File: src/rtl/demux_stream_n_pkg.sv
// Shared constants for the 1-to-N stream demultiplexer: default widths,
// datapath channel indices and route classification.
package demux_stream_n_pkg;

    localparam int DEF_DW   = 8;
    localparam int DEF_N_CH = 8;
    localparam int DEF_SW   = 3;
    localparam int DEF_CW   = 8;

    localparam int MIN_N_CH = 2;
    localparam int MAX_N_CH = 16;

    // Channel indices used by the datapath when wiring the default 8-channel build.
    localparam int CH_ALU0 = 0;
    localparam int CH_ALU1 = 1;
    localparam int CH_MUL  = 2;
    localparam int CH_DIV  = 3;
    localparam int CH_LSU  = 4;
    localparam int CH_BRU  = 5;
    localparam int CH_FPU  = 6;
    localparam int CH_CSR  = 7;

    typedef enum logic [1:0] {
        ROUTE_UNICAST = 2'd0,
        ROUTE_BCAST   = 2'd1,
        ROUTE_DROP    = 2'd2
    } route_e;

    // True when a select of width sw can address every one of n channels.
    function automatic bit sel_covers(input int sw, input int n);
        return (2 ** sw) >= n;
    endfunction

endpackage

File: src/rtl/demux_stream_n_if.sv
// Stream bundle between the distribution logic (master) and the demux (slave):
// one valid/ready input port and N_CH valid/ready output channels.
interface demux_stream_n_if
    import demux_stream_n_pkg::*;
#(
    parameter int DW   = DEF_DW,
    parameter int N_CH = DEF_N_CH,
    parameter int SW   = DEF_SW
);
    logic               in_valid;
    logic               in_ready;
    logic [DW-1:0]      in_data;
    logic [SW-1:0]      in_sel;
    logic               in_bcast;
    logic [N_CH-1:0]    out_valid;
    logic [N_CH-1:0]    out_ready;
    logic [N_CH*DW-1:0] out_data;

    modport master (
        output in_valid, in_data, in_sel, in_bcast, out_ready,
        input  in_ready, out_valid, out_data
    );

    modport slave (
        input  in_valid, in_data, in_sel, in_bcast, out_ready,
        output in_ready, out_valid, out_data
    );

endinterface

File: src/rtl/demux_slot.sv
// One-entry output buffer for a single demux channel: a valid bit plus a data
// register, loadable and drainable in the same cycle.
module demux_slot #(
    parameter int DW = 8
) (
    input  logic          clk,
    input  logic          rst,
    input  logic          load,
    input  logic [DW-1:0] d,
    input  logic          ready,
    output logic          valid,
    output logic [DW-1:0] data,
    output logic          free
);

    // A full slot being drained this cycle can accept a replacement word.
    assign free = !valid || ready;

    // NOTE: the data register is reset along with the valid bit because the
    // downstream ports expect out_data to read zero straight after reset.
    always_ff @(posedge clk or posedge rst) begin
        if (rst) begin
            valid <= 1'b0;
            data  <= '0;
        end else if (load) begin
            valid <= 1'b1;
            data  <= d;
        end else if (valid && ready) begin
            valid <= 1'b0;
        end
    end

endmodule

File: src/rtl/demux_stream_n.sv
// Registered 1-to-N stream demultiplexer with per-channel one-entry buffers,
// all-or-nothing broadcast and sinking of out-of-range selects.
module demux_stream_n
    import demux_stream_n_pkg::*;
#(
    parameter int DW   = DEF_DW,
    parameter int N_CH = DEF_N_CH,
    parameter int SW   = DEF_SW,
    parameter int CW   = DEF_CW
) (
    input  logic            clk,
    input  logic            rst,
    demux_stream_n_if.slave bus,
    output logic            err_drop,
    output logic [CW-1:0]   drop_cnt
);

    if (N_CH < MIN_N_CH || N_CH > MAX_N_CH || !sel_covers(SW, N_CH)) begin : g_bad_params
        $error("demux_stream_n: N_CH must be 2..16 and 2**SW must cover N_CH");
    end

    localparam int N_SEL = 2 ** SW;

    route_e            route;
    logic              accept;
    logic              drop;
    logic [N_CH-1:0]   free;
    logic [N_CH-1:0]   load;
    logic [N_SEL-1:0]  free_pad;
    logic [N_CH-1:0]   slot_valid;
    logic [N_CH*DW-1:0] slot_data;

    always_comb begin
        if (bus.in_bcast) begin
            route = ROUTE_BCAST;
        end else if (32'(bus.in_sel) < N_CH) begin
            route = ROUTE_UNICAST;
        end else begin
            route = ROUTE_DROP;
        end
    end

    // Zero-extend so every select value indexes a defined bit.
    always_comb begin
        free_pad            = '0;
        free_pad[N_CH-1:0]  = free;
    end

    // Readiness never looks at in_valid, only at routing and slot state.
    always_comb begin
        case (route)
            ROUTE_BCAST:   bus.in_ready = &free;
            ROUTE_UNICAST: bus.in_ready = free_pad[bus.in_sel];
            default:       bus.in_ready = 1'b1;
        endcase
    end

    assign accept = bus.in_valid && bus.in_ready;
    assign drop   = accept && (route == ROUTE_DROP);

    always_comb begin
        load = '0;
        for (int k = 0; k < N_CH; k++) begin
            load[k] = accept &&
                      ((route == ROUTE_BCAST) ||
                       ((route == ROUTE_UNICAST) && (bus.in_sel == SW'(k))));
        end
    end

    for (genvar k = 0; k < N_CH; k++) begin : g_slot
        demux_slot #(.DW(DW)) u_slot (
            .clk   (clk),
            .rst   (rst),
            .load  (load[k]),
            .d     (bus.in_data),
            .ready (bus.out_ready[k]),
            .valid (slot_valid[k]),
            .data  (slot_data[k*DW +: DW]),
            .free  (free[k])
        );
    end

    assign bus.out_valid = slot_valid;
    assign bus.out_data  = slot_data;

    // Sunk words raise a one-cycle flag and bump a counter that sticks at all-ones.
    always_ff @(posedge clk or posedge rst) begin
        if (rst) begin
            err_drop <= 1'b0;
            drop_cnt <= '0;
        end else begin
            err_drop <= drop;
            if (drop && (drop_cnt != '1)) begin
                drop_cnt <= drop_cnt + 1'b1;
            end
        end
    end

endmodule
File: src/flat_wrapper.sv
// flat-port wrapper written by rule: the top's interface ports become plain ports
module demux_stream_n_flat import demux_stream_n_pkg::*;
#(
    parameter int DW   = DEF_DW,
    parameter int N_CH = DEF_N_CH,
    parameter int SW   = DEF_SW,
    parameter int CW   = DEF_CW
)
  (clk, rst, err_drop, drop_cnt, bus_in_valid, bus_in_data, bus_in_sel, bus_in_bcast, bus_out_ready, bus_in_ready, bus_out_valid, bus_out_data);
  demux_stream_n_if #(.DW(DW), .N_CH(N_CH), .SW(SW)) bus_i ();
  input  logic clk;
  input  logic rst;
  output logic err_drop;
  output logic [CW-1:0] drop_cnt;
  input wire logic [$bits(bus_i.in_valid)-1:0] bus_in_valid;
  input wire logic [$bits(bus_i.in_data)-1:0] bus_in_data;
  input wire logic [$bits(bus_i.in_sel)-1:0] bus_in_sel;
  input wire logic [$bits(bus_i.in_bcast)-1:0] bus_in_bcast;
  input wire logic [$bits(bus_i.out_ready)-1:0] bus_out_ready;
  output wire logic [$bits(bus_i.in_ready)-1:0] bus_in_ready;
  output wire logic [$bits(bus_i.out_valid)-1:0] bus_out_valid;
  output wire logic [$bits(bus_i.out_data)-1:0] bus_out_data;
  assign bus_i.in_valid = bus_in_valid;
  assign bus_i.in_data = bus_in_data;
  assign bus_i.in_sel = bus_in_sel;
  assign bus_i.in_bcast = bus_in_bcast;
  assign bus_i.out_ready = bus_out_ready;
  assign bus_in_ready = bus_i.in_ready;
  assign bus_out_valid = bus_i.out_valid;
  assign bus_out_data = bus_i.out_data;
  demux_stream_n #(.DW(DW), .N_CH(N_CH), .SW(SW), .CW(CW)) u_core (.clk(clk), .rst(rst), .bus(bus_i), .err_drop(err_drop), .drop_cnt(drop_cnt));
endmodule
File: config.mk
export PLATFORM = sky130hd
export DESIGN_NAME = demux_stream_n_flat
export DESIGN_NICKNAME = d
export VERILOG_FILES = /design/src/rtl/demux_stream_n_pkg.sv /design/src/rtl/demux_stream_n_if.sv /design/src/rtl/demux_slot.sv /design/src/rtl/demux_stream_n.sv /design/src/flat_wrapper.sv
export SDC_FILE = /design/constraint.sdc
export NUM_CORES = 1
export LEC_CHECK = 0
export ABC_CLOCK_PERIOD_IN_PS = 4500
export CORE_UTILIZATION = 45
export DETAILED_ROUTE_END_ITERATION = 12
export DONT_BUFFER_PORTS = 1
export PLACE_DENSITY = 0.64
export SLEW_MARGIN = 10
export SYNTH_ARGS = -nofsm -noshare
export SYNTH_HDL_FRONTEND = slang
export SYNTH_SLANG_ARGS = --single-unit
export TNS_END_PERCENT = 50
File: constraint.sdc
create_clock -name clk -period 4.5 [get_ports clk]
set_clock_uncertainty 0.2 [all_clocks]
set_input_delay 0.45 -clock clk [delete_from_list [all_inputs] [get_ports clk]]
set_output_delay 0.45 -clock clk [all_outputs]
set_load 0.02 [all_outputs]
==> results_dict.tcl, run 1 <==
set metrics [dict create \
    end_kind "primary output" \
    wire_per_inst_um 20.8 \
    port_buffers 0 \
    syn_area_um2 3250 \
    reg2regPathDepth 5 \
    hpwl_um 4650 \
    drtAntennaViolNets 0 \
    synth-seq-area-share 0.554 \
    routed_wl_um 6800 \
    drc_errors 0 \
    p_leak_nw 1.45 \
    n_antenna_cell 0 \
    clk_latency_ns 0.34 \
    cellPowerDensity_nw_per_um2 670 \
    period_minus_slack_ns 2.73 \
    maxSlewViolCount 0 \
    h-tree-depth 3 \
    ios 105 \
    slowest_stage "a2111oi_2" \
    dieArea_um2 7560 \
    setup_slack_ns 1.77 \
    gr-total-overflow 0 \
    core_area_um2 6870 \
    antenna_found_initial 0 \
    cts.path.max_buffers 2 \
    hp-class "in2async" \
    netlist_instances 229 \
    syn_to_final_growth_pct 5.58 \
    grt_pass1_wl_um 10400 \
    ctsResizeCount 0 \
    cts-buffers-inserted 9 \
    postCtsSetupBuffers 0 \
    nNetsFinal 249 \
    arrival_ns 2.08 \
    finalCritPeriodShare 0.606 \
    die_x_um 87.0 \
    cts-hold-fix-buffers 0 \
    path_cells "nor2b_1, a2111oi_2, and4_1, nor2_1, o21ai_0" \
    grtUsageTotal 0.190 \
    grt_pass1_vias 1832 \
    multi_input_area_um2 1290 \
    setup_viol 0 \
    dp_slack_ns 1.97 \
    setup-tns-final_ns 0 \
    synth-seq-cells 72 \
    rsz0062_at_grt "false" \
    drv_cap 0 \
    worstPathRequired_ns 3.85 \
    drt_iter0_markers 32 \
    yosysUniqueCellTypes 41 \
    critPathLaunchType "flop" \
    grt_max_degree 48 \
    globalplace.congestion 0.843 \
    fmax_mhz 367 \
    slowest_delay_ns 0.47 \
    syn-mean-instance-area_um2 14.2 \
    drt_first_pass_iters 4 \
    critical_path_class "reg2out" \
    vias 1815 \
    crit_fanout 3 \
    seq_area_um2 1800 \
    hold_violations 0 \
    vias_per_cell 5.55 \
    initial_core_util 0.473 \
    ir_drop_v 0.000321 \
    cts_tree "built" \
    yosysWarnings 0 \
    worst_slew_pin_slew_ns 1.02 \
    rows 30 \
    drive_above_1_share 0.398 \
    cts_sinks 72 \
    fill_cells 608 \
    die_h_um 87.0 \
    slew_headroom 0.320 \
    root_buffer "clkbuf_8" \
    clk_pin_slew_ns 0.08 \
    status "finished clean" \
]
worst max-delay path, delay by kind of cell, from the launching register on:
kind | cells | cell delay (ns)
DFF | 1 | 0.45
and+or+nand+nor | 3 | 0.55
AOI/OAI and AO/OA | 2 | 0.72
path summary, 6_finish.rpt:
path                                                 startpoint  slack (ns)                               to
worst min-delay path                                        rst        0.03  u_core.g_slot[4].u_slot.data[6]
max in group asynchronous                                   rst        3.14  u_core.g_slot[1].u_slot.data[6]
worst min register to register  u_core.g_slot[1].u_slot.data[7]        0.45  u_core.g_slot[1].u_slot.data[7]
worst max register to register    u_core.g_slot[4].u_slot.valid        1.93  u_core.g_slot[5].u_slot.data[7]
worst max-delay path              u_core.g_slot[4].u_slot.valid        1.77                     bus_in_ready
min in group clk                                 bus_in_data[0]        0.04  u_core.g_slot[0].u_slot.data[0]
cell usage after synthesis, drive strengths merged:
library cell / instances / share of area
clkbuf: 1 / 0.0012
inv: 4 / 0.0046
o221a: 2 / 0.0069
a31o: 1 / 0.0027
a22oi: 1 / 0.0038
a221o: 4 / 0.012
mux2: 56 / 0.19
nand3b: 2 / 0.0046
nand2b: 8 / 0.015
and2: 2 / 0.0038
a2111oi: 2 / 0.013
o21ba: 1 / 0.0031
nand2: 6 / 0.0077
o21ai: 5 / 0.0077
a21o: 2 / 0.0046
buf: 22 / 0.051
dfrtp: 72 / 0.55
o21bai: 1 / 0.0023
o31ai: 1 / 0.0023
or2: 1 / 0.0019
o2bb2ai: 4 / 0.011
conb: 1 / 0.0012
nor3b: 2 / 0.0081
o22ai: 1 / 0.0019
nor2: 3 / 0.0042
nor2b: 4 / 0.010
a31oi: 2 / 0.0038
and4: 1 / 0.0027
nand3: 1 / 0.0031
a21oi: 12 / 0.043
and3: 3 / 0.0058
nor4bb: 1 / 0.0077
metrics by stage:
step | utilization | instances | total power, mW | cell area [um^2] | hold slack (ns)
after CTS | 0.499 | 327 | 2.32 | 3430 | 0.0320
after global routing | 0.499 | 327 | 2.41 | 3430 | 0.0342
after global placement | 0.471 | 311 | 1.80 | 3240 | 0.387
final | 0.499 | 327 | 2.30 | 3430 | 0.0258
after detailed placement | 0.471 | 311 | 1.82 | 3240 | 0.391
after floorplan | - | 237 | 1.73 | 3280 | 0.292
layer usage:
metal	wire length, um	vias to the layer above	global-route usage
met2	3190	80	0.294
met1	2890	929	0.244
met5	0	-	0
li1	-	795	-
met4	105	0	0.0818
met3	607	11	0.0616
state kept, by name, indices dropped and copies added, names as in the netlist:
register and cells:
u_core.g_slot.u_slot.data 64, u_core.g_slot.u_slot.valid 8
cell families after synthesis:
kind of cell	Yosys count	synth area share
buffers and inverters	27	0.0570
other	1	0.00115
muxes	56	0.194
DFF	72	0.554
AOI/OAI and AO/OA	39	0.118
and+or+nand+nor	34	0.0751
area by class of cell:
class / count / area share
inverter: 4 / 0.00438
sequential: 72 / 0.525
timing repair buffer: 1 / 0.00219
tap: 96 / 0.0350
multi-input combinational: 138 / 0.377
clock buffer: 9 / 0.0361
clock inverter: 7 / 0.0204
layout by cell type, fill, tap and decap left out, types with 3 or more instances in the layout:
| cell type | instances |
|---|---|
| and3_1 | 3 |
| mux2_1 | 3 |
| clkinv_2 | 3 |
| dfrtp_1 | 72 |
| a221o_1 | 4 |
| o21ai_0 | 5 |
| mux2_2 | 53 |
| nand2_1 | 5 |
| a21oi_1 | 5 |
| conb_1 | 9 |
| a21oi_4 | 7 |
| nor2b_1 | 3 |
| nand2b_1 | 8 |
| o2bb2ai_1 | 4 |
| clkbuf_8 | 9 |
| inv_1 | 3 |
where the power goes:
group          leakage (nW)  total, mW  switching (mW)  internal, mW
combinational         0.484      0.371           0.149         0.222
clock                0.0994      0.503           0.248         0.256
sequential            0.862       1.42           0.519         0.906
No activity file was read; power rests on OpenSTA's default activity.
==> run 2: changes to the inputs <==
--- a/config.mk
+++ b/config.mk
@@ -5,7 +5,7 @@
 export SDC_FILE = /design/constraint.sdc
 export NUM_CORES = 1
 export LEC_CHECK = 0
-export ABC_CLOCK_PERIOD_IN_PS = 4500
+export ABC_CLOCK_PERIOD_IN_PS = 2700
 export CORE_UTILIZATION = 45
 export DETAILED_ROUTE_END_ITERATION = 12
 export DONT_BUFFER_PORTS = 1
==> constraint.sdc (replaced) <==
create_clock -name clk -period 2.7 [get_ports clk]
set_clock_uncertainty 0.2 [all_clocks]
set_input_delay 0.27 -clock clk [delete_from_list [all_inputs] [get_ports clk]]
set_output_delay 0.27 -clock clk [all_outputs]
set_load 0.02 [all_outputs]
==> run 2 against run 1 <==
Clock-buffer cell count increased by 1. Final area increased by 6.6%. Hold slack got worse by 0.013 ns. Global-route usage increased by 0.85 points. Register-to-register slack got worse by 1.8 ns. Routed wire length increased by 1.8%. Sequential power increased by 67%. Sequential share of layout area decreased by 3.3 points. Die area unchanged.
==> results_dict.tcl, run 2 (synthesis gave the netlist of run 1 again) <==
set metrics [dict create \
    status "finished clean" \
    end_kind "flop" \
    slowest_delay_ns 0.47 \
    n_antenna_cell 0 \
    grt_pass1_vias 1959 \
    hp-class "in2reg" \
    dp_slack_ns 0.176 \
    finalCritPeriodShare 0.944 \
    seq_area_um2 1800 \
    multi_input_area_um2 1290 \
    critPathTopFamily "compound AO/OA/AOI/OAI gates" \
    ios 105 \
    cts.path.max_buffers 2 \
    largest-register "u_core.g_slot.u_slot.data" \
    arrival_ns 2.57 \
    vias_per_cell 5.43 \
    initial_core_util 0.473 \
    cellPowerDensity_nw_per_um2 1060 \
    largest_reg_flops 64 \
    layout_commonest_cell "dfrtp_1" \
    final_cells 349 \
    antenna_found_initial 0 \
    grt_max_degree 48 \
    hpwl_um 4790 \
    power_mw 3.88 \
    drv_cap 0 \
    dpl.cell_count 314 \
    die_h_um 87.0 \
    slowest_stage "a2111oi_2" \
    setup_viol 0 \
    cts-buffers-inserted 9 \
    nNetsFinal 271 \
    finish.utilization 0.532 \
    syn_to_final_growth_pct 12.6 \
    routed_wl_um 6920 \
    wire_per_inst_um 19.8 \
    layout_common_cells "72 x dfrtp_1, 53 x mux2_2, 19 x dlygate4sd3_1, 9 x conb_1, 9 x clkbuf_8" \
    largestRegisters "u_core.g_slot.u_slot.data: 64 flops, u_core.g_slot.u_slot.valid: 8 flops" \
    fmax_mhz 392 \
    drt_first_pass_iters 4 \
    drt_iter0_markers 67 \
    globalplace.congestion 0.833 \
    hold_violations 0 \
    drive_above_1_share 0.372 \
    grt_pass1_wl_um 10900 \
    dieArea_um2 7560 \
    postCtsSetupBuffers 0 \
    rsz0062_at_grt "false" \
    rows 30 \
    path_buf_inv 0 \
    setup-tns-final_ns 0 \
    maxSlewViolCount 0 \
    h-tree-depth 3 \
    root_buffer "clkbuf_8" \
    cts_sinks 72 \
    slew_headroom 0.553 \
    crit_fanout 9 \
    setup_slack_ns 0.151 \
    path_cells "nor2b_1, a2111oi_2, nand3_2, a21oi_4, mux2_2" \
    vias 1895 \
    core_area_um2 6870 \
    fill_cells 605 \
    worst_slew_pin_slew_ns 0.664 \
    ctsResizeCount 0 \
    clk_pin_slew_ns 0.08 \
    gr-total-overflow 0 \
    clk_latency_ns 0.34 \
    critical_path_class "reg2reg" \
    period_minus_slack_ns 2.55 \
    drc_errors 0 \
    die_x_um 87.0 \
    critPathLaunchType "flop" \
    worstPathRequired_ns 2.73 \
    cts_tree "built" \
    drtAntennaViolNets 0 \
    p_leak_nw 1.54 \
    ir_drop_v 0.000553 \
    port_buffers 0 \
    grtUsageTotal 0.198 \
]
[run 2: final timing paths]
| check | startpoint | endpoint | cells past startpoint | slack, ns |
|---|---|---|---|---|
| max in group asynchronous | rst | u_core.g_slot[1].u_slot.data[6] | 3 | 1.40 |
| setup / recovery | u_core.g_slot[4].u_slot.valid | u_core.g_slot[0].u_slot.data[6] | 5 | 0.15 |
| setup reg to reg | u_core.g_slot[4].u_slot.valid | u_core.g_slot[0].u_slot.data[6] | 5 | 0.15 |
| hold / removal | bus_in_sel[0] | u_core.g_slot[6].u_slot.data[0] | 3 | 0.01 |
| min in group asynchronous | rst | u_core.g_slot[4].u_slot.data[6] | 2 | 0.25 |
| hold reg to reg | u_core.g_slot[7].u_slot.data[0] | u_core.g_slot[7].u_slot.data[0] | 1 | 0.45 |
[run 2: power by group]
part / internal [mW] / total [mW] / switching (mW)
clock network: 0.430 / 0.841 / 0.411
logic: 0.398 / 0.665 / 0.267
registers: 1.51 / 2.37 / 0.864
[run 2: cell type report]
| cell class | count | area share |
|---|---|---|
| inverters | 4 | 0.00411 |
| flip-flops and latches | 72 | 0.493 |
| clock inverters | 6 | 0.0185 |
| repair buffers | 23 | 0.0636 |
| multi-input cells | 138 | 0.353 |
| well taps | 96 | 0.0328 |
| clock buffers | 10 | 0.0349 |
[run 2: metrics by stage]
stage	hold slack, ns	instance area (um^2)
floorplan	0.205	3280
global placement	0.0456	3270
detailed placement	0.0490	3270
CTS	0.00519	3660
global route	0.0160	3660
finish	0.0130	3660
[run 2: repair_timing]
item / CTS / global route
hold buffers: 19 / 0
endpoints found under the setup margin: 0 / 0
endpoints found under the hold margin: 91 / 0
[run 2: per-layer routing]
| layer | up-vias | wire length [um] | global-route usage |
|---|---|---|---|
| li1 | 848 | - | - |
| met5 | - | 0 | 0 |
| met3 | 10 | 605 | 0.0749 |
| met4 | 0 | 72 | 0.0591 |
| met1 | 958 | 2910 | 0.244 |
| met2 | 79 | 3330 | 0.324 |
[run 2: worst min-delay path, cell delays in order]
cell	delay (ns)
nor2b_4	0.03
a21oi_1	0.14
o2bb2ai_1	0.07
